[config.mk]
export PLATFORM = sky130hd
export DESIGN_NAME = ps2_host_tx
export DESIGN_NICKNAME = d
export VERILOG_FILES = /design/src/rtl/ps2_pkg.sv /design/src/rtl/ps2_line_sync.sv /design/src/rtl/ps2_host_tx.sv
export SDC_FILE = /design/constraint.sdc
export NUM_CORES = 1
export LEC_CHECK = 0
export ABC_CLOCK_PERIOD_IN_PS = 2300
export CELL_PAD_IN_SITES_DETAIL_PLACEMENT = 0
export CELL_PAD_IN_SITES_GLOBAL_PLACEMENT = 1
export CORE_UTILIZATION = 25
export DETAILED_ROUTE_END_ITERATION = 10
export PLACE_DENSITY_LB_ADDON = 0.1
export SETUP_SLACK_MARGIN = 0.02
export SLEW_MARGIN = 10
export SYNTH_ARGS = -nofsm -noshare
export SYNTH_HDL_FRONTEND = slang
export SYNTH_SLANG_ARGS = --single-unit
[constraint.sdc]
create_clock -name sys_clk -period 2.3 [get_ports sys_clk]
set_input_delay 0.46 -clock sys_clk [delete_from_list [all_inputs] [get_ports sys_clk]]
set_output_delay 0.46 -clock sys_clk [all_outputs]
set_load 0.02 [all_outputs]
[src/rtl/ps2_pkg.sv]
// Shared PS/2 definitions: FSM encoding, frame geometry, command bytes and parity helper.
package ps2_pkg;

   typedef enum logic [2:0] {
      IDLE      = 3'd0,
      INHIBIT   = 3'd1,
      RTS       = 3'd2,
      SHIFT     = 3'd3,
      ACK       = 3'd4,
      WAIT_IDLE = 3'd5
   } ps2_state_e;

   // start + 8 data + parity + stop
   localparam int unsigned FRAME_BITS = 11;
   localparam int unsigned DATA_BITS  = 8;
   localparam int unsigned BIT_IDX_W  = 4;

   localparam logic [7:0] CMD_SET_LED = 8'hED;
   localparam logic [7:0] CMD_RESET   = 8'hFF;
   localparam logic [7:0] CMD_ENABLE  = 8'hF4;

   // PS/2 uses odd parity: the parity bit makes the total count of ones odd
   function automatic logic odd_parity(input logic [7:0] d);
      return ~^d;
   endfunction

endpackage

[src/rtl/ps2_line_sync.sv]
// Two-flop synchronizer for one raw PS/2 line plus falling-edge detect.
// Resets to 1 (idle bus level) so a reset never produces a spurious edge.
module ps2_line_sync (
   input  logic clk,
   input  logic clrn,
   input  logic line,
   output logic level,
   output logic fall_c
);

   logic meta;
   logic prev;

   // synchronizer chain plus one history flop for edge detection
   always_ff @(posedge clk) begin
      if (!clrn) begin
         meta  <= 1'b1;
         level <= 1'b1;
         prev  <= 1'b1;
      end else begin
         meta  <= line;
         level <= meta;
         prev  <= level;
      end
   end

   assign fall_c = prev & ~level;

endmodule

[src/rtl/ps2_host_tx.sv]
// PS/2 host-to-device command transmitter (inhibit, request-to-send, 11-bit frame, ACK).
// Optional frame timeout is compiled in with PS2_HOST_TX_TIMEOUT_EN.
module ps2_host_tx #(
   parameter int unsigned INHIBIT_CYCLES = 5000,
   parameter int unsigned TIMEOUT_CYCLES = 750000
) (
   input  logic       sys_clk,
   input  logic       clrn,
   input  logic       wrn,
   input  logic [7:0] din,
   input  logic       ps2_clk,
   input  logic       ps2_data,
   output logic       ps2_clk_oe,
   output logic       ps2_data_oe,
   output logic       busy,
   output logic       done,
   output logic       err,
   output logic       timeout
);

   import ps2_pkg::*;

   localparam int unsigned INH_W = (INHIBIT_CYCLES > 2) ? $clog2(INHIBIT_CYCLES) : 1;
   localparam logic [INH_W-1:0] INH_LAST = INH_W'(INHIBIT_CYCLES - 1);
   localparam logic [BIT_IDX_W-1:0] IDX_PARITY = BIT_IDX_W'(DATA_BITS);
   localparam logic [BIT_IDX_W-1:0] IDX_LAST   = BIT_IDX_W'(FRAME_BITS - 2);

   ps2_state_e           state, state_nxt;
   logic [INH_W-1:0]     inh_cnt, inh_cnt_nxt;
   logic [BIT_IDX_W-1:0] bit_idx, bit_idx_nxt;
   logic [7:0]           tx_byte, tx_byte_nxt;
   logic                 clk_oe_nxt, data_oe_nxt;
   logic                 busy_nxt, done_nxt, err_nxt;

   logic clk_level, clk_fall;
   logic data_level, data_fall_unused;

   ps2_line_sync u_clk_sync (
      .clk    (sys_clk),
      .clrn   (clrn),
      .line   (ps2_clk),
      .level  (clk_level),
      .fall_c (clk_fall)
   );

   ps2_line_sync u_data_sync (
      .clk    (sys_clk),
      .clrn   (clrn),
      .line   (ps2_data),
      .level  (data_level),
      .fall_c (data_fall_unused)
   );

`ifdef PS2_HOST_TX_TIMEOUT_EN
   localparam int unsigned TO_W = (TIMEOUT_CYCLES > 2) ? $clog2(TIMEOUT_CYCLES) : 1;
   localparam logic [TO_W-1:0] TO_LAST = TO_W'(TIMEOUT_CYCLES - 1);

   logic [TO_W-1:0] to_cnt, to_cnt_nxt;
   logic            timeout_nxt;
`else
   // timeout length only matters when the watchdog is compiled in
   logic [31:0] unused_timeout_cfg;
   assign unused_timeout_cfg = 32'(TIMEOUT_CYCLES);
   assign timeout = 1'b0;
`endif

   // state, datapath and output registers
   always_ff @(posedge sys_clk) begin
      if (!clrn) begin
         state       <= IDLE;
         inh_cnt     <= '0;
         bit_idx     <= '0;
         tx_byte     <= '0;
         ps2_clk_oe  <= 1'b0;
         ps2_data_oe <= 1'b0;
         busy        <= 1'b0;
         done        <= 1'b0;
         err         <= 1'b0;
`ifdef PS2_HOST_TX_TIMEOUT_EN
         to_cnt      <= '0;
         timeout     <= 1'b0;
`endif
      end else begin
         state       <= state_nxt;
         inh_cnt     <= inh_cnt_nxt;
         bit_idx     <= bit_idx_nxt;
         tx_byte     <= tx_byte_nxt;
         ps2_clk_oe  <= clk_oe_nxt;
         ps2_data_oe <= data_oe_nxt;
         busy        <= busy_nxt;
         done        <= done_nxt;
         err         <= err_nxt;
`ifdef PS2_HOST_TX_TIMEOUT_EN
         to_cnt      <= to_cnt_nxt;
         timeout     <= timeout_nxt;
`endif
      end
   end

   // next-state and next-output logic; both lines released unless a state drives them
   always_comb begin
      state_nxt   = state;
      inh_cnt_nxt = inh_cnt;
      bit_idx_nxt = bit_idx;
      tx_byte_nxt = tx_byte;
      clk_oe_nxt  = 1'b0;
      data_oe_nxt = 1'b0;
      busy_nxt    = busy;
      done_nxt    = 1'b0;
      err_nxt     = err;
`ifdef PS2_HOST_TX_TIMEOUT_EN
      to_cnt_nxt  = to_cnt;
      timeout_nxt = timeout;
`endif

      case (state)
         IDLE: begin
            if (!wrn) begin
               tx_byte_nxt = din;
               err_nxt     = 1'b0;
`ifdef PS2_HOST_TX_TIMEOUT_EN
               timeout_nxt = 1'b0;
`endif
               busy_nxt    = 1'b1;
               inh_cnt_nxt = '0;
               clk_oe_nxt  = 1'b1;
               state_nxt   = INHIBIT;
            end
         end

         INHIBIT: begin
            clk_oe_nxt = 1'b1;
            if (inh_cnt == INH_LAST) begin
               data_oe_nxt = 1'b1;
               state_nxt   = RTS;
            end else begin
               inh_cnt_nxt = inh_cnt + INH_W'(1);
            end
         end

         RTS: begin
            // clock released, start bit (data low) kept until the device clocks it
            data_oe_nxt = 1'b1;
            bit_idx_nxt = '0;
`ifdef PS2_HOST_TX_TIMEOUT_EN
            to_cnt_nxt  = '0;
`endif
            state_nxt   = SHIFT;
         end

         SHIFT: begin
            data_oe_nxt = ps2_data_oe;
            if (clk_fall) begin
               bit_idx_nxt = bit_idx + BIT_IDX_W'(1);
               if (bit_idx < IDX_PARITY) begin
                  data_oe_nxt = ~tx_byte[bit_idx[2:0]];
               end else if (bit_idx == IDX_PARITY) begin
                  data_oe_nxt = ~odd_parity(tx_byte);
               end else if (bit_idx == IDX_LAST) begin
                  data_oe_nxt = 1'b0;
                  state_nxt   = ACK;
               end
            end
         end

         ACK: begin
            if (clk_fall) begin
               err_nxt   = data_level;
               state_nxt = WAIT_IDLE;
            end
         end

         WAIT_IDLE: begin
            if (clk_level && data_level) begin
               done_nxt  = 1'b1;
               busy_nxt  = 1'b0;
               state_nxt = IDLE;
            end
         end

         default: state_nxt = IDLE;
      endcase

`ifdef PS2_HOST_TX_TIMEOUT_EN
      // watchdog from clock release until the ACK has been taken
      if (state == SHIFT || state == ACK) begin
         to_cnt_nxt = to_cnt + TO_W'(1);
         if (to_cnt == TO_LAST) begin
            clk_oe_nxt  = 1'b0;
            data_oe_nxt = 1'b0;
            err_nxt     = 1'b1;
            timeout_nxt = 1'b1;
            done_nxt    = 1'b1;
            busy_nxt    = 1'b0;
            state_nxt   = IDLE;
         end
      end
`endif
   end

endmodule

==> Word level (Yosys, flattened, before mapping) <==
Cells that the tools add are included.
{ "totals": {"regBits": 38, "latchBits": 0, "ramBits": 0, "rom_bits": 0, "input_bits": 13, "output_inout_bits": 6, "wordCells": 87, "n_memories": 0} }
{ "classes": {"n_addsub": 2, "n_mul": 0, "div_mod_pow": 0, "magnitude_cmp": 2, "eq_ne": 18, "shift": 0, "mux": 31, "n_bitwise": 5, "n_reduce_logical": 15} }
{ "ops": {"columns": ["operator", "count"], "rows": [
  ["$mux W13", 2],
  ["$pmux W13 S2", 1],
  ["$mux W3", 8],
  ["$ne A2 B2 Y1 const B", 9],
  ["$pmux W3 S6", 1],
  ["$add A13 B1 Y13 const B", 1],
  ["$eq A13 B13 Y1 const B", 1],
  ["$mux W1", 12],
  ["$reduce_and A3 Y1", 3],
  ["$eq A4 B4 Y1 const B", 2],
  ["$pmux W4 S2", 1],
  ["$reduce_and A2 Y1", 4],
  ["$reduce_and A8 Y1", 1],
  ["$reduce_bool A2 Y1", 4],
  ["$reduce_xnor A8 Y1", 1],
  ["$eq A3 B2 Y1 const B", 2],
  ["$eq A3 B3 Y1 const B", 2],
  ["$pmux W1 S2", 3],
  ["$add A4 B1 Y4 const B", 1],
  ["$lt A3 B4 Y1 const B", 1],
  ["$lt A4 B4 Y1 const B", 1],
  ["$mux W4", 1],
  ["$ne A4 B4 Y1 const B", 1],
  ["$not A1 Y1", 4],
  ["6 further kinds", 6]
]} }

==> Depth between registers and ports, before layout <==
{ "logic_depth": {"word_depth": 6, "mapped_depth": 7, "ltp_nobuf": 7} }

==> Hierarchy <==
From an unflattened synthesis, not the netlist that was laid out.
{ "unflattened": {"cells_unflattened": 224, "hier_area_um2": 2067.0} }
{ "modules_own_cells": {"columns": ["mod", "instances", "cells_each", "area_each_um2", "seq_area_each_um2"], "rows": [
  ["ps2_host_tx", 1, 210, 1896.8, 660.6],
  ["ps2_line_sync", 2, 7, 85.1, 60.1]
]} }

==> Worst setup path before layout <==
No wires, ideal clock.
{ "synth_path": {"kind": "register -> register", "startpoint": "register inh_cnt[6]", "endpoint": "register ps2_data_oe", "setup_ns": 0.073, "t_arrival_ns": 1.661, "required_time_ns": 2.227, "setup_slack_ns": 0.566, "stages_incl_launch_ff": 7, "n_path_buf": 1, "synth_period_minus_slack_ns": 1.734, "path_cell_list": "dfxtp_1 -> buf_6 -> or4b_4 -> or4_4 -> o21ai_1 -> nand2_1 -> o211ai_2"} }
{ "synth_between": {"elab_chain_cells": 3} }
{ "synth_lines": {"columns": ["item", "line_no", "source"], "rows": [
  ["start: declaration", "ps2_host_tx.sv:29", "logic [INH_W-1:0] inh_cnt, inh_cnt_nxt;"],
  ["start signal: assignment", "ps2_host_tx.sv:85", "inh_cnt <= inh_cnt_nxt;"],
  ["$eq A13 B13 Y1", "ps2_host_tx.sv:133", "if (inh_cnt == INH_LAST) begin"],
  ["$mux W1", "ps2_host_tx.sv:133", null],
  ["$pmux W1 S3", "ps2_host_tx.sv:116", "case (state)"],
  ["end signal: assignment", "ps2_host_tx.sv:89", "ps2_data_oe <= data_oe_nxt;"],
  ["end: declaration", "ps2_host_tx.sv:14", "output logic ps2_data_oe,"]
]} }
No other way between the ends.
A chain may end at the register's enable or synchronous reset.

==> Worst setup path after layout <==
{ "layout_path": {"startpoint": "input wrn", "endpoint": "register inh_cnt[12]"} }
{ "layout_between": {"elab_chain_cells": 2} }
{ "layout_lines": {"columns": ["item", "line_no", "source"], "rows": [
  ["start: declaration", "ps2_host_tx.sv:9", "input logic wrn,"],
  ["$ne A2 B2 Y1 (no line)", null, null],
  ["$reduce_and A3 Y1 (no line)", null, null]
]} }
No other way between the ends.

==> summary.md <==
| Metric | Value |
|---|---|
| Clock skew | `4.53 ps` |
| Crit path required time | `2480 ps` |
| Fin nets | `259` |
| Slowest cell on crit path | `clkdlybuf4s50_1` |
| First-iteration detailed-routing DRC count | `46` |
| Final setup TNS | `0 ps` |
| Congestion Overflow GR | `0` |
| Vias in the first global route | `1,499` |
| Worst hold path type | `reg -> reg` |
| Warnings, synthesis | `0` |
| Crit Reg-Reg Endpoint | `inh_cnt[2]` |
| Die X | `88.4 microns` |
| Total clock buffers created by CTS | `5` |
| Final Slew Violations | `0` |
| Post-CTS Hold Fix Bufs | `0` |
| Vias/cell | `4.42` |
| Final-report setup violation count | `0` |
| Critical path arrival | `2020 ps` |
| P&R area growth vs syn | `21.3%` |
| Synth Flop Type | `dfxtp_1` |
| GRT Util Overall | `12.3%` |
| Port Buffers | `17` |
| Height of the die | `88.4 microns` |
| Worst r2r src | `inh_cnt[6]` |
| Worst setup EP type | `flop` |
| Maxcap violations | `0` |
| Dpl cells | `334` |
| Worst Tran Pin Value | `576 ps` |
| Wire per inst | `12.1 microns` |
| HPWL Detailed | `3130 microns` |
| Pleak | `0.822 nW` |
| Post-CTS Resized | `0` |
| Clk slew on worst S/H paths | `70 ps` |
| EDFF count, synth | `0` |
| Crit path buffers/inverters | `2` |
| Reg2reg path depth | `5` |
| CTS sink count | `38` |
| Final period util | `79.8%` |
| Row cnt | `31` |
| Initial antenna violation count | `0` |
| Clock Latency Late Sink | `290 ps` |
| Worst Setup Path Type | `in -> reg` |
| Met1 GRT Util | `15.8%` |
| N_diodes | `0` |
| Count of cell types in the netlist | `47` |
| Cell Area, Placed | `2170 sq um` |
| Max Fclk | `545 MHz` |
| Via count | `1,513` |
| Final instance area | `2260 sq um` |
| Power Dens Cells | `575 nW/um^2` |
| Final WL | `4150 microns` |
| H-tree levels | `2` |
| Largest net degree at the start of global routing | `15` |
| IO Pins | `19` |
| Worst slew margin | `60.6%` |
| Most frequent cells in the layout | `38 x dfxtp_1, 29 x nand2_1, 28 x nor2_1` |
| Initial Utilization | `25.9%` |
| GR peak layer | `met2` |
| Sequential area share after synthesis | `40.8%` |
| FFs w/ async S/R, synth | `0%` |
| Status | `completed` |
| Crit. path cell count | `7` |
| Die area | `7810 sq um` |
| CP cell instances | `clkdlybuf4s50_1 > nor2b_1 > nor4bb_1 > buf_4 > nand4_1 > xor2_1 > nor2_1` |
| # Post-CTS Setup Buffers | `0` |
| Final Hold Vio Count | `0` |
| Non-Filler Instances | `342` |
| R2R setup slack | `470 ps` |
| Fillers | `818` |
| Met2 track demand over resource | `19.7%` |
| Share of cells above drive strength 1 | `10.3%` |
| First-pass GRT wire length | `7250 microns` |
| CP max stage delay | `480 ps` |
| Final ANT Viol Nets | `0` |
| Clk root buf | `clkbuf_8` |
| CP Max Fanout | `7` |
| CP endpoint | `inh_cnt[12]` |
| Clock Tree Buf Depth | `2` |
| Routability cong. | `0.742` |
| Residual DRC count | `0` |
| Post-synth net total | `237` |
| TritonRoute pass-1 iters | `4` |
| Core Region | `7210 sq um` |
| CTS tree | `done` |
| RSZ-0062 raised after global routing | `false` |
| Synth Register Bits | `38` |
| Crit. Startpoint | `wrn` |
| Crit start category | `primary input` |
| Final Util | `31.4%` |
| CP top delay family | `buffers and inverters` |
| Synthesized cell area | `1870 sq um` |
| Cells after Synth | `220` |
| Met3 Usage GRT | `2.80%` |
| Avg Synthesized Cell Area | `8.48 sq um` |
| Min Tclk post-route | `1830 ps` |
| Most common cell after layout, fill and taps aside | `dfxtp_1` |
| Peak supply drop | `0.201 mV` |
per-stage QoR:
stage | setup slack [ps] | power (W) | hold slack, ps
4_1_cts | 440 | 0.00133 | 414
3_5_place_dp | 195 | 0.000841 | 396
6_report | 465 | 0.00130 | 410
3_3_place_gp | 148 | 0.000842 | 390
2_1_floorplan | 566 | 0.000784 | 386
5_1_grt | 258 | 0.00137 | 449
flip-flops by register name (all words and copies together) (netlist names):
register           flops
u_data_sync.meta       1
u_clk_sync.level       1
done                   1
u_data_sync.level      1
busy                   1
u_clk_sync.prev        1
u_clk_sync.meta        1
tx_byte                8
ps2_data_oe            1
err                    1
bit_idx                4
state                  3
ps2_clk_oe             1
inh_cnt               13
metal layers:
layer | up-vias | part of all wire [%]
li1 | 786 | -
met1 | 708 | 51
met2 | 12 | 45
met3 | 7 | 2.4
met4 | 0 | 1.9
met5 | - | 0
Yosys cell counts (3+ instances only):
cell type,number,area [sq um]
clkbuf_1,8,30.0
o21ai_1,3,15.0
xnor2_1,10,87.6
dfxtp_1,38,761
nand2_1,29,109
xor2_1,9,78.8
mux2i_1,3,30.0
nor2_1,28,105
or3_1,3,18.8
inv_1,8,30.0
ha_1,4,50.1
a21oi_1,15,75.1
nand2b_1,8,50.1
o21ai_0,5,25.0
nand3_1,9,45.0
nand4_1,4,25.0
cell type report:
cell class	instances	area [sq um]	share of cell area [%]
inverter	9	33.8	1.49
multi-input combinational	163	1020	45.2
timing repair buffer	25	230	10.2
clock inverter	1	5.00	0.221
clock buffer	7	86.3	3.82
sequential	38	761	33.6
tap	99	124	5.48
how the worst min path moves through the flow:
stage | from | end | slack (ps) | cells after the start
final | u_clk_sync.meta | u_clk_sync.level | 410 | 1
after global placement | u_clk_sync.meta | u_clk_sync.level | 390 | 1
after global routing | u_clk_sync.meta | u_clk_sync.level | 450 | 1
after detailed placement | u_clk_sync.meta | u_clk_sync.level | 400 | 1
after floorplan | u_clk_sync.meta | u_clk_sync.level | 390 | 1
after CTS | u_clk_sync.meta | u_clk_sync.level | 410 | 1
power breakdown:
part / internal (W) / switching [W]
registers: 0.000675 / 0.0000140
logic: 0.0000675 / 0.0000649
clock network: 0.000242 / 0.000236
total: 0.000985 / 0.000315
cells by family after synthesis:
group / after synthesis / share of synthesized area (%)
multiplexers: 5 / 4.02
AND/OR/NAND/NOR: 98 / 26.7
XOR/XNOR: 19 / 8.92
AO/OA/AOI/OAI: 36 / 12.3
adder cells (fa/ha/maj): 4 / 2.68
buffers and inverters: 19 / 4.43
other: 1 / 0.201
flip-flops: 38 / 40.8
No activity file was read; power rests on OpenSTA's default activity.
